===== src/rtl/svf_mult_engine_if.sv =====
// Multiply handshake between an initiator (master) and the shared multiplier (slave).
// Handshake: initiator pulses start_i for one cycle with a_i/b_i valid on that edge; the
// responder raises ready_o for exactly one cycle when prod_o holds the new product.
interface svf_mult_engine_if #(
  parameter int A_W = 24,
  parameter int B_W = 16,
  parameter int P_W = 40
);
  logic           start_i;
  logic [A_W-1:0] a_i;
  logic [B_W-1:0] b_i;
  logic           busy_o;
  logic           ready_o;
  logic [P_W-1:0] prod_o;

  modport master (
    output start_i, a_i, b_i,
    input  busy_o, ready_o, prod_o
  );

  modport slave (
    input  start_i, a_i, b_i,
    output busy_o, ready_o, prod_o
  );
endinterface


===== src/rtl/svf_mult_engine.sv =====
// Shared radix-2 shift-add signed multiplier: one bit of B per cycle, fixed latency,
// product held in its own register between completions.
module svf_mult_engine #(
  parameter int A_W = 24,
  parameter int B_W = 16,
  parameter int P_W = 40
) (
  input  logic               clk_i,
  input  logic               rst_i,
  svf_mult_engine_if.slave   mul,
  output logic [1:0]         state_o
);

  localparam int CNT_W = $clog2(B_W);

  typedef enum logic [1:0] {
    IDLE = 2'd0,
    CALC = 2'd1,
    DONE = 2'd2
  } state_t;

  state_t           state_q, state_d;
  logic [P_W-1:0]   acc_q, acc_d;
  logic [P_W-1:0]   a_sh_q, a_sh_d;
  logic [B_W-1:0]   b_sh_q, b_sh_d;
  logic [CNT_W-1:0] cnt_q, cnt_d;
  logic [P_W-1:0]   prod_q, prod_d;
  logic [P_W-1:0]   addend;
  logic             last;

  assign addend = b_sh_q[0] ? a_sh_q : '0;
  assign last   = (cnt_q == CNT_W'(B_W - 1));

  always_comb begin
    state_d = state_q;
    acc_d   = acc_q;
    a_sh_d  = a_sh_q;
    b_sh_d  = b_sh_q;
    cnt_d   = cnt_q;
    prod_d  = prod_q;
    case (state_q)
      IDLE, DONE: begin
        state_d = IDLE;
        if (mul.start_i) begin
          a_sh_d  = {{(P_W-A_W){mul.a_i[A_W-1]}}, mul.a_i};
          b_sh_d  = mul.b_i;
          acc_d   = '0;
          cnt_d   = '0;
          state_d = CALC;
        end
      end
      CALC: begin
        // The MSB of B carries weight -2^(B_W-1), so its partial product is subtracted.
        acc_d  = last ? (acc_q - addend) : (acc_q + addend);
        a_sh_d = a_sh_q << 1;
        b_sh_d = b_sh_q >> 1;
        if (last) begin
          prod_d  = acc_d;
          state_d = DONE;
        end else begin
          cnt_d = cnt_q + 1'b1;
        end
      end
      default: state_d = IDLE;
    endcase
  end

  always_ff @(posedge clk_i) begin
    if (rst_i) begin
      state_q <= IDLE;
      acc_q   <= '0;
      a_sh_q  <= '0;
      b_sh_q  <= '0;
      cnt_q   <= '0;
      prod_q  <= '0;
    end else begin
      state_q <= state_d;
      acc_q   <= acc_d;
      a_sh_q  <= a_sh_d;
      b_sh_q  <= b_sh_d;
      cnt_q   <= cnt_d;
      prod_q  <= prod_d;
    end
  end

  assign mul.busy_o  = (state_q == CALC);
  assign mul.ready_o = (state_q == DONE);
  assign mul.prod_o  = prod_q;
  assign state_o     = state_q;

endmodule


===== src/flat_wrapper.sv =====
// flat-port wrapper written by rule: the top's interface ports become plain ports
module svf_mult_engine_flat 
#(
  parameter int A_W = 24,
  parameter int B_W = 16,
  parameter int P_W = 40
)
  (clk_i, rst_i, state_o, mul_start_i, mul_a_i, mul_b_i, mul_busy_o, mul_ready_o, mul_prod_o);
  svf_mult_engine_if #(.A_W(A_W), .B_W(B_W), .P_W(P_W)) mul_i ();
  input  logic clk_i;
  input  logic rst_i;
  output logic [1:0] state_o;
  input wire logic [$bits(mul_i.start_i)-1:0] mul_start_i;
  input wire logic [$bits(mul_i.a_i)-1:0] mul_a_i;
  input wire logic [$bits(mul_i.b_i)-1:0] mul_b_i;
  output wire logic [$bits(mul_i.busy_o)-1:0] mul_busy_o;
  output wire logic [$bits(mul_i.ready_o)-1:0] mul_ready_o;
  output wire logic [$bits(mul_i.prod_o)-1:0] mul_prod_o;
  assign mul_i.start_i = mul_start_i;
  assign mul_i.a_i = mul_a_i;
  assign mul_i.b_i = mul_b_i;
  assign mul_busy_o = mul_i.busy_o;
  assign mul_ready_o = mul_i.ready_o;
  assign mul_prod_o = mul_i.prod_o;
  svf_mult_engine #(.A_W(A_W), .B_W(B_W), .P_W(P_W)) u_core (.clk_i(clk_i), .rst_i(rst_i), .mul(mul_i), .state_o(state_o));
endmodule

===== config.mk =====
export PLATFORM = sky130hd
export DESIGN_NAME = svf_mult_engine_flat
export DESIGN_NICKNAME = d
export VERILOG_FILES = /design/src/rtl/svf_mult_engine_if.sv /design/src/rtl/svf_mult_engine.sv /design/src/flat_wrapper.sv
export SDC_FILE = /design/constraint.sdc
export NUM_CORES = 1
export LEC_CHECK = 0
export BUFFER_PORTS_ARGS = -buffer_cell sky130_fd_sc_hd__buf_2
export CORE_ASPECT_RATIO = 0.5
export CORE_MARGIN = 8
export CORE_UTILIZATION = 40
export DETAILED_ROUTE_END_ITERATION = 12
export PLACE_DENSITY = 0.66
export SLEW_MARGIN = 15
export SYNTH_ARGS = -nofsm -noshare
export SYNTH_HDL_FRONTEND = slang
export SYNTH_SLANG_ARGS = --single-unit
export TNS_END_PERCENT = 20

===== constraint.sdc =====
create_clock -name clk_i -period 7.24 [get_ports clk_i]
set_input_delay 1.448 -clock clk_i [delete_from_list [all_inputs] [get_ports clk_i]]
set_output_delay 1.448 -clock clk_i [all_outputs]
set_load 0.01 [all_outputs]

# Yosys cells after proc, flatten, opt, wreduce, memory -nomap -nowiden

Index checks and enable logic that the tools add are counted.

Register bits: 142
Input port bits: 43
Output and inout bits: 44
Word-level logic and storage cells: 35

Add/sub/neg operators: 3
Equality and inequality tests: 6
Mux-type cells: 14
Reduce and logical (&&, ||, !) cells: 6

Operator list:

| cell                | count |
|---|---|
| $mux 40             | 4 |
| $pmux 40 s2         | 2 |
| $add 40x40->40      | 1 |
| $sub 40x40->40      | 1 |
| $pmux 16 s2         | 1 |
| $mux 16             | 1 |
| $mux 4              | 2 |
| $pmux 4 s2          | 1 |
| $add 4x1->4 const B | 1 |
| $eq 4x4->1 const B  | 1 |
| $ne 2x2->1 const B  | 2 |
| $pmux 2 s2          | 1 |
| $reduce_and 2->1    | 2 |
| $reduce_and 3->1    | 1 |
| $eq 2x1->1 const B  | 1 |
| $eq 2x2->1 const B  | 1 |
| $logic_not 2->1     | 1 |
| $mux 2              | 1 |
| $ne 2x1->1 const B  | 1 |
| $reduce_bool 2->1   | 1 |
| $reduce_or 2->1     | 1 |
| $mux 1              | 1 |

# Longest topological paths before layout

Gate-level depths: netlist of the first run.

Depth after elaboration: 4
Mapped depth: 22
Mapped depth without buffers: 18

# Least setup slack after synthesis of the first run

OpenSTA, ideal clock, no wires.

Kind: register to register
Start: register u_core.b_sh_q[0]
End: register u_core.acc_q[38]
Data arrival time: 4.493 ns
Data required time: 7.123 ns
Path slack: 2.629 ns
Cell stages (with the launch flop): 20
Buffers on the path: 5
Period minus slack after synthesis: 4.611 ns
Cells stage by stage: dfxtp_1 > clkbuf_1 > clkbuf_1 > clkbuf_1 > buf_1 > nand2_1 > ha_1 > nor2_1 > or2_2 > clkbuf_1 > o21ai_0 > a31o_2 > ha_1 > nand2_1 > or4_1 > a2111oi_2 > o2111ai_1 > a21oi_1 > o21ai_1 > a32o_1

Cells in the longest elaborated chain, start to end: 4
Elaborated cells between the ends (all ways): 5

RTL lines:

| what                                             | RTL line              | source |
|---|---|---|
| start: declaration                               | svf_mult_engine.sv:25 | `logic [B_W-1:0] b_sh_q, b_sh_d;` |
| start signal: assignment                         | svf_mult_engine.sv:80 | `b_sh_q <= b_sh_d;` |
| $mux 40 (*)                                      | svf_mult_engine.sv:31 | `assign addend = b_sh_q[0] ? a_sh_q : '0;` |
| $add 40x40->40 or $sub 40x40->40 (tied branches) | svf_mult_engine.sv:54 | `acc_d = last ? (acc_q - addend) : (acc_q + addend);` |
| $mux 40 (*)                                      | svf_mult_engine.sv:54 |  |
| $pmux 40 s2 (*)                                  | svf_mult_engine.sv:41 | `case (state_q)` |
| end signal: assignment                           | svf_mult_engine.sv:71 | `acc_q <= '0;` |
| end signal: assignment                           | svf_mult_engine.sv:78 | `acc_q <= acc_d;` |
| end: declaration                                 | svf_mult_engine.sv:23 | `logic [P_W-1:0] acc_q, acc_d;` |

Every way passes the cells marked *; elsewhere a longest branch is shown, timed or not.
A chain may end at the register's enable or synchronous reset.

# Worst setup path in the final report of the first run

Start: register u_core.a_sh_q[7]
End: register u_core.prod_q[37] (netlist: u_core.mul.prod_o[37])

Cells in the longest elaborated chain, start to end: 3
Elaborated cells between the ends (all ways): 4

RTL lines:

| what                                             | RTL line              | source |
|---|---|---|
| start: declaration                               | svf_mult_engine.sv:24 | `logic [P_W-1:0] a_sh_q, a_sh_d;` |
| start signal: assignment                         | svf_mult_engine.sv:79 | `a_sh_q <= a_sh_d;` |
| $mux 40 (*)                                      | svf_mult_engine.sv:31 |  |
| $add 40x40->40 or $sub 40x40->40 (tied branches) | svf_mult_engine.sv:54 |  |
| $mux 40 (*)                                      | svf_mult_engine.sv:54 |  |
| end signal: assignment                           | svf_mult_engine.sv:82 | `prod_q <= prod_d;` |
| end: declaration                                 | svf_mult_engine.sv:27 | `logic [P_W-1:0] prod_q, prod_d;` |

Marks and branches as above.

==> impl_results.md, run 1 <==
- Clock slew at the register clock pins of the worst setup and hold paths: ~60 ps
- Slew @ Worst Pin: approximately 1200 ps
- Postcts setup bufs: 0
- Fin. Hold Viols: 0
- Final period util: 0.687
- Largest net degree at the start of global routing: between 60 and 70
- Crit path required time: about 7600 ps
- CP startpoint: u_core.a_sh_q[7]
- Hold depth: 2
- Post-route setup TNS: 0 ps
- Die Y: 121 microns
- Hold/Removal Path Class: register to register
- CTS Buf Count: 17
- Register area share after synthesis: 0.322
- CP max-delay cell: or4_1
- Area of the core: 0.0216 sq mm
- Worst flop-to-flop path startpoint: u_core.a_sh_q[7]
- Syn_area_per_cell: around 7.6 sq um
- Largest stage delay on the critical path: approximately 590 ps
- Number of global-route vias before repair: roughly 8400
- Crit. End Element: register
- Reg2Reg Depth: 15
- Total detailed-routing wirelength: around 26000 microns
- All-Layer GR Usage: 0.189
- Setup crit start kind: register
- Root Buffer: clkbuf_16
- Die X: between 200 and 250 microns
- Post-cts sizing count: 0
- Vias: approximately 8800
- Initial drt markers: 574
- Async S/R FF share, synth: 0
- Most common flop cell mapped by yosys: dfxtp_1
- Hold Path Sink: u_core.mul.prod_o[20]
- Initial antenna violation count: 0
- Area grow syn2layout: 13.5%
- Std cell rows: 38
- Worst-skew pair later-pin latency: ~440 ps
- Synth Register Bits: around 140
- First-pass GRT wire length: about 43000 microns
- CP arrival: about 5400 ps
- R2R setup slack: approximately 2300 ps
- Drt first pass iters: 5
- Crit Path Category: register to register
- Slew Limit Fails: 0
- DRC Markers: 0
- Critical path peak fanout: 10
- Yosys cell types: 79
- Diode count: 0
- Fillers: 2174
- Post-synth EDFFs: 0
- R2R Path End: u_core.mul.prod_o[37]
- Power per Cell Area: 326 mW/mm^2
- Post-layout net count: around 1300
- Grt ovf: 0
- Synth Net Count: 1251
- Leakage: ~4 nW
- RSZ-0062 raised after global routing: false
- Share of cells above drive strength 1: 0.129
- Starting Density: 0.408
- Most used cell, CP: o2111ai_1
- Total Die Area: roughly 0.027 sq mm
- Routed vias/inst: 5.83
- Remaining antenna violation count: 0
- Max_slew headroom: 0.209
- Setup WS pre-CTS: roughly 2400 ps
- H-tree levels: 4
- I/O pin count: 87
- Max Cap Viol: 0
- Hold buffers post-CTS: 0
- Fmax: a little over 0.2 GHz
- Clock Skew: approximately 10 ps
- Syn. warnings: 0
- Wire per inst: 17.2 microns
- Setup ws final: 2270 ps
- Final setup vio count: 0
- Crit path time final: slightly below 5000 ps
- Worst path cell trace: or4_1 > o21ai_0 > nand4_1 > nor3_1 > nor2_1 > o22a_1 > ha_1 > a21oi_1 > o211ai_1 > o2111ai_1 > or3_1 > a21oi_2 > o2111ai_1 > a2111oi_0 > a311o_1
- Cell Area, Synth: 0.00882 sq mm
- Synth Instances: around 1200
- CTS Buffer Depth: 2
- HPWL after DPL: 18400 microns
- # port buffers: 86
- Gpl congestion: 0.896
- VDD IR max: 0.000188 V
- TritonCTS clock tree: built
- Status: complete, no violations
- Hold Path Origin: u_core.mul.prod_o[20]
- CTS Sinks: between 100 and 150
==> worst max-delay path by stage <==
stage,to,slack [ps],cells past startpoint
3_3_place_gp,u_core.acc_q[33],2500,14
2_1_floorplan,u_core.acc_q[38],2630,19
4_1_cts,u_core.acc_q[39],2350,17
5_1_grt,u_core.mul.prod_o[37],1870,14
6_report,u_core.mul.prod_o[37],2270,15
3_5_place_dp,u_core.acc_q[39],2370,17
==> critical path, delay by kind of cell, from the launching register on <==
| kind | cells | cell delay (ps) |
|---|---|---|
| AND/OR/NAND/NOR | 5 | 1750 |
| adder cells (fa/ha/maj) | 1 | 420 |
| AO/OA/AOI/OAI | 9 | 2380 |
| flip-flops | 1 | 380 |
==> stage by stage <==
| step | hold slack (ps) | total power [mW] | std cells | util | instance area [sq um] |
|---|---|---|---|---|---|
| 2_1_floorplan | 430 | 1.99 | 1166 | - | 8820 |
| 3_3_place_gp | 442 | 2.29 | 1481 | 0.434 | 9390 |
| 3_5_place_dp | 448 | 2.31 | 1481 | 0.434 | 9390 |
| 4_1_cts | 456 | 3.26 | 1512 | 0.462 | 10000 |
| 5_1_grt | 471 | 3.47 | 1512 | 0.462 | 10000 |
| 6_report | 455 | 3.26 | 1512 | 0.462 | 10000 |
==> layer usage <==
metal,GRT usage,part of all wire
met4,0.0590,0.014
met3,0.0357,0.051
met1,0.242,0.46
met2,0.320,0.48
met5,0,0
==> cell usage after synthesis (15+ instances only) <==
master,number,share of area
ha_1,41,0.058
inv_1,15,0.0064
o22ai_1,15,0.011
nand3_1,40,0.023
o21ai_0,54,0.031
a22oi_1,19,0.016
a311oi_1,22,0.022
a221oi_1,18,0.018
a21oi_1,73,0.041
xnor2_1,27,0.027
nor2_1,146,0.062
nor3_1,43,0.024
clkbuf_1,67,0.029
xor2_1,17,0.017
dfxtp_1,142,0.32
nand2_1,179,0.076
==> cell type report <==
cell class	instances	area, sq um	share of cell area
multi-input combinational	924	5580	0.558
sequential	142	2840	0.284
timing repair buffer	99	531	0.0530
clock buffer	21	450	0.0450
tap	300	375	0.0375
clock inverter	10	163	0.0163
inverter	16	60.1	0.00600
==> placed cells by master (no fill, tap or decap), types with 10 or more instances in the layout <==
cell type  Yosys  layout
o21a_1        10      10
o21ai_0       54      54
a311oi_1      22      22
nor2_1       146     144
nor3_1        43      42
ha_1          41      41
inv_1         15      15
or3_1         14      14
xor2_1        17      17
a22oi_1       19      19
a221oi_1      18      18
buf_2          1      85
o31ai_1       10      10
nand2_1      179     178
nand4_1       12      12
dfxtp_1      142     141
a21o_1        14      14
xnor2_1       27      27
buf_4          2      14
a21oi_1       73      73
nand3_1       40      40
clkbuf_16      0      17
o22ai_1       15      15
==> power breakdown <==
group	internal, mW	total, mW	switching (mW)
Clock	0.584	0.939	0.355
Sequential	0.858	0.932	0.0739
Combinational	0.523	1.39	0.866
Total	1.96	3.26	1.29
==> registers in the layout (all words and copies together), names as in the netlist <==
name,cells
u_core.cnt_q,4
u_core.state_o,2
u_core.acc_q,40
u_core.a_sh_q,40
u_core.b_sh_q,16
u_core.mul.prod_o,40
==> cells by family (layout without fill, tap and decap cells) <==
kind of cell | after synthesis | count (layout) | share of synthesized area
AOI/OAI and AO/OA | 328 | 328 | 0.256
muxes | 5 | 5 | 0.00624
DFF | 142 | 142 | 0.322
buffers and inverters | 100 | 146 | 0.0465
xor gates and xnor gates | 44 | 44 | 0.0437
and+or+nand+nor | 505 | 505 | 0.265
adders and majority gates | 42 | 42 | 0.0605
(Power assumes the default switching activity.)
==> run 2: changes to the inputs <==
Settings changed: PLACE_DENSITY 0.66 to 0.68.
Clock period 7.24 ns to 4.5 ns, I/O delays scaled along.
==> impl_results.md, run 2 (same netlist as run 1, synthesis figures left out) <==
- Hold/Removal Path Class: register to register
- Reg2Reg Depth: 15 (unchanged)
- Largest stage delay on the critical path: 600 ps (about the same)
- CTS Buffer Depth: 2 (unchanged)
- Post-layout net count: 1346 (+4.7%)
- Max_slew headroom: 0.270 (+0.0614)
- Max Cap Viol: 0 (unchanged)
- Slew @ Worst Pin: 1090 ps (-89.9 ps)
- Wire per inst: 17.4 microns (+1.2%)
- Total Die Area: 0.0273 sq mm (unchanged)
- Hold Path Origin: u_core.mul.prod_o[23]
- Vias: 9070 (+2.8%)
- All-Layer GR Usage: 0.197 (+0.00807)
- Crit Path Category: register to register
- Root Buffer: clkbuf_16
- R2R setup slack: 110 ps (-2160 ps)
- Drt first pass iters: 5 (unchanged)
- Clock slew at the register clock pins of the worst setup and hold paths: 60 ps (about the same)
- Reg power frac: 0.267 (-0.019)
- Routed vias/inst: 5.77 (-1.2%)
- Crit path time final: 4390 ps (-585 ps)
- HPWL after DPL: 19500 microns (+5.9%)
- Remaining antenna violation count: 0 (unchanged)
- Die X: 226 microns (unchanged)
- Grt ovf: 0 (unchanged)
- Hold depth: 2 (unchanged)
- Crit. End Element: register
- Commonest non-fill, non-tap cell in the layout: nand2_1
- Die Y: 121 microns (unchanged)
- R2R Path End: u_core.acc_q[38]
- Worst Path Buf+Inv: 1 (+1)
- DRC Markers: 0 (unchanged)
- Worst-skew pair later-pin latency: 440 ps (about the same)
- # port buffers: 86 (unchanged)
- CP max-delay cell: or4_1
- CTS Sinks: 142 (unchanged)
- Worst flop-to-flop path startpoint: u_core.a_sh_q[7]
- Largest net degree at the start of global routing: 66 (-1.5%)
- Comb power frac: 0.473 (+0.047)
- Initial antenna violation count: 0 (unchanged)
- Crit path required time: 4830 ps (-2790 ps)
- Critical path peak fanout: 4 (-6)
- Largest delay share family, worst path: compound AO/OA/AOI/OAI gates
- Worst path cell trace: or4_1 > o41ai_4 > and2_1 > a21oi_1 > nor2b_1 > a31oi_1 > ha_1 > nand3_2 > or4_4 > a2111oi_4 > buf_4 > o2111ai_2 > a21oi_2 > o21ai_1 > a32o_1
- Hold Path Sink: u_core.mul.prod_o[23]
- Initial drt markers: 689 (+20%)
- VDD IR max: 0.000305 V (+62%)
- CP arrival: 4720 ps (-630 ps)
- Status: complete, no violations
- Leakage: 4.39 nW (+7.7%)
- Starting Density: 0.408 (unchanged)
- Sw frac: 0.402 (+0.00455)
- Gpl congestion: 0.915 (+2.1%)
- Area of the core: 0.0216 sq mm (unchanged)
- Diode count: 0 (unchanged)
- Internal power: 3.32 mW (+69%)
- Fin. Hold Viols: 0 (unchanged)
- Share of cells above drive strength 1: 0.195 (+0.0661)
- Fillers: 2129 (-2.1%)
- TritonCTS clock tree: built
- Sw Pwr: 2.23 mW (+72%)
- Commonest non-fill, non-tap cells in the layout: nand2_1 (178), nor2_1 (143), dfxtp_1 (141)
- Slew Limit Fails: 0 (unchanged)
- RSZ-0062 raised after global routing: true
- I/O pin count: 87 (unchanged)
- Clock power frac: 0.260 (-0.028)
- Hold buffers post-CTS: 0 (unchanged)
- Final period util: 0.976 (+0.288)
- H-tree levels: 4 (unchanged)
- Area grow syn2layout: 21.0%
- Std cell rows: 38 (unchanged)
- Number of global-route vias before repair: 8502 (+1.5%)
- Fmax: 0.228 GHz (+13%)
- Final setup vio count: 0 (unchanged)
- Total detailed-routing wirelength: 27400 microns (+5.3%)
- Power per Cell Area: 520 mW/mm^2 (+60%)
- First-pass GRT wire length: 44300 microns (+4.0%)
- Worst hold slack: 452 ps (-2.92 ps)
- Post-route setup TNS: 0 ps (unchanged)
- Clock Skew: 9.10 ps (-0.962 ps)
- Setup crit start kind: register
- CTS Buf Count: 17 (unchanged)
## run 2: cell types whose count changed in the layout (fill, tap and decap cells not counted), moves of 3 or more
| cell | previous run | this run |
|---|---|---|
| o21ai_1 | 7 | 10 |
| o2111ai_2 | 0 | 3 |
| buf_4 | 14 | 75 |
| o2111ai_1 | 4 | 1 |
| o21ai_2 | 0 | 4 |
| a2111oi_2 | 1 | 4 |
| ha_1 | 41 | 35 |
| ha_4 | 0 | 5 |
| o21ai_0 | 54 | 47 |
| a2111oi_0 | 6 | 3 |
## run 2: tightest hold or removal path: stages (launching register included)
cell and delay, ps:
dfxtp_1 300, nand2_1 50, a21oi_1 50
## run 2: power groups by stage
stage / sequential, mW / combinational (mW) / clock [mW]
floorplan: 1.48 / 1.73 / 0
global placement: 1.50 / 2.37 / 0
detailed placement: 1.50 / 2.38 / 0
CTS: 1.47 / 2.43 / 1.46
global route: 1.50 / 2.88 / 1.53
finish: 1.48 / 2.63 / 1.44
## run 2: layout make-up
type | count | area (sq um) | share of cell area
Clock inverter | 11 | 143 | 0.0134
Sequential cell | 142 | 2840 | 0.267
Tap cell | 300 | 375 | 0.0352
Multi-Input combinational cell | 924 | 5810 | 0.545
Clock buffer | 20 | 447 | 0.0419
Timing Repair Buffer | 160 | 988 | 0.0926
Inverter | 16 | 60.1 | 0.00563
## run 2: worst max-delay path by stage
stage | from | endpoint | slack [ps] | depth (start not counted)
2_1_floorplan | u_core.b_sh_q[0] | u_core.acc_q[38] | 70 | 19
4_1_cts | u_core.a_sh_q[0] | u_core.mul.prod_o[37] | 30 | 16
3_5_place_dp | u_core.a_sh_q[0] | u_core.acc_q[39] | -80 | 17
3_3_place_gp | u_core.a_sh_q[0] | u_core.acc_q[39] | 80 | 17
6_report | u_core.a_sh_q[7] | u_core.acc_q[38] | 110 | 15
5_1_grt | u_core.a_sh_q[0] | u_core.acc_q[39] | -40 | 17
## run 2: through the flow
stage / worst slack (ps) / total power [mW] / cell area (sq um) / utilization / instances
after floorplan: 74.3 / 3.20 / 8820 / - / 1166
after global placement: 77.6 / 3.87 / 9800 / 0.453 / 1535
after detailed placement: -76.0 / 3.88 / 9800 / 0.453 / 1535
after CTS: 31.3 / 5.37 / 10400 / 0.481 / 1568
after global routing: -38.6 / 5.90 / 10700 / 0.493 / 1573
final: 110 / 5.55 / 10700 / 0.493 / 1573
## run 2: timing repair
action	CTS	global route
setup buffers	2	5
cloned	0	0
pin swaps	3	14
endpoints found under the setup margin	4	20
resized for setup	5	43
## run 2: metal layers
metal	share of wire	global-route usage
met2	0.48	0.338
met3	0.045	0.0352
met4	0.013	0.0525
met5	0	0
met1	0.46	0.254
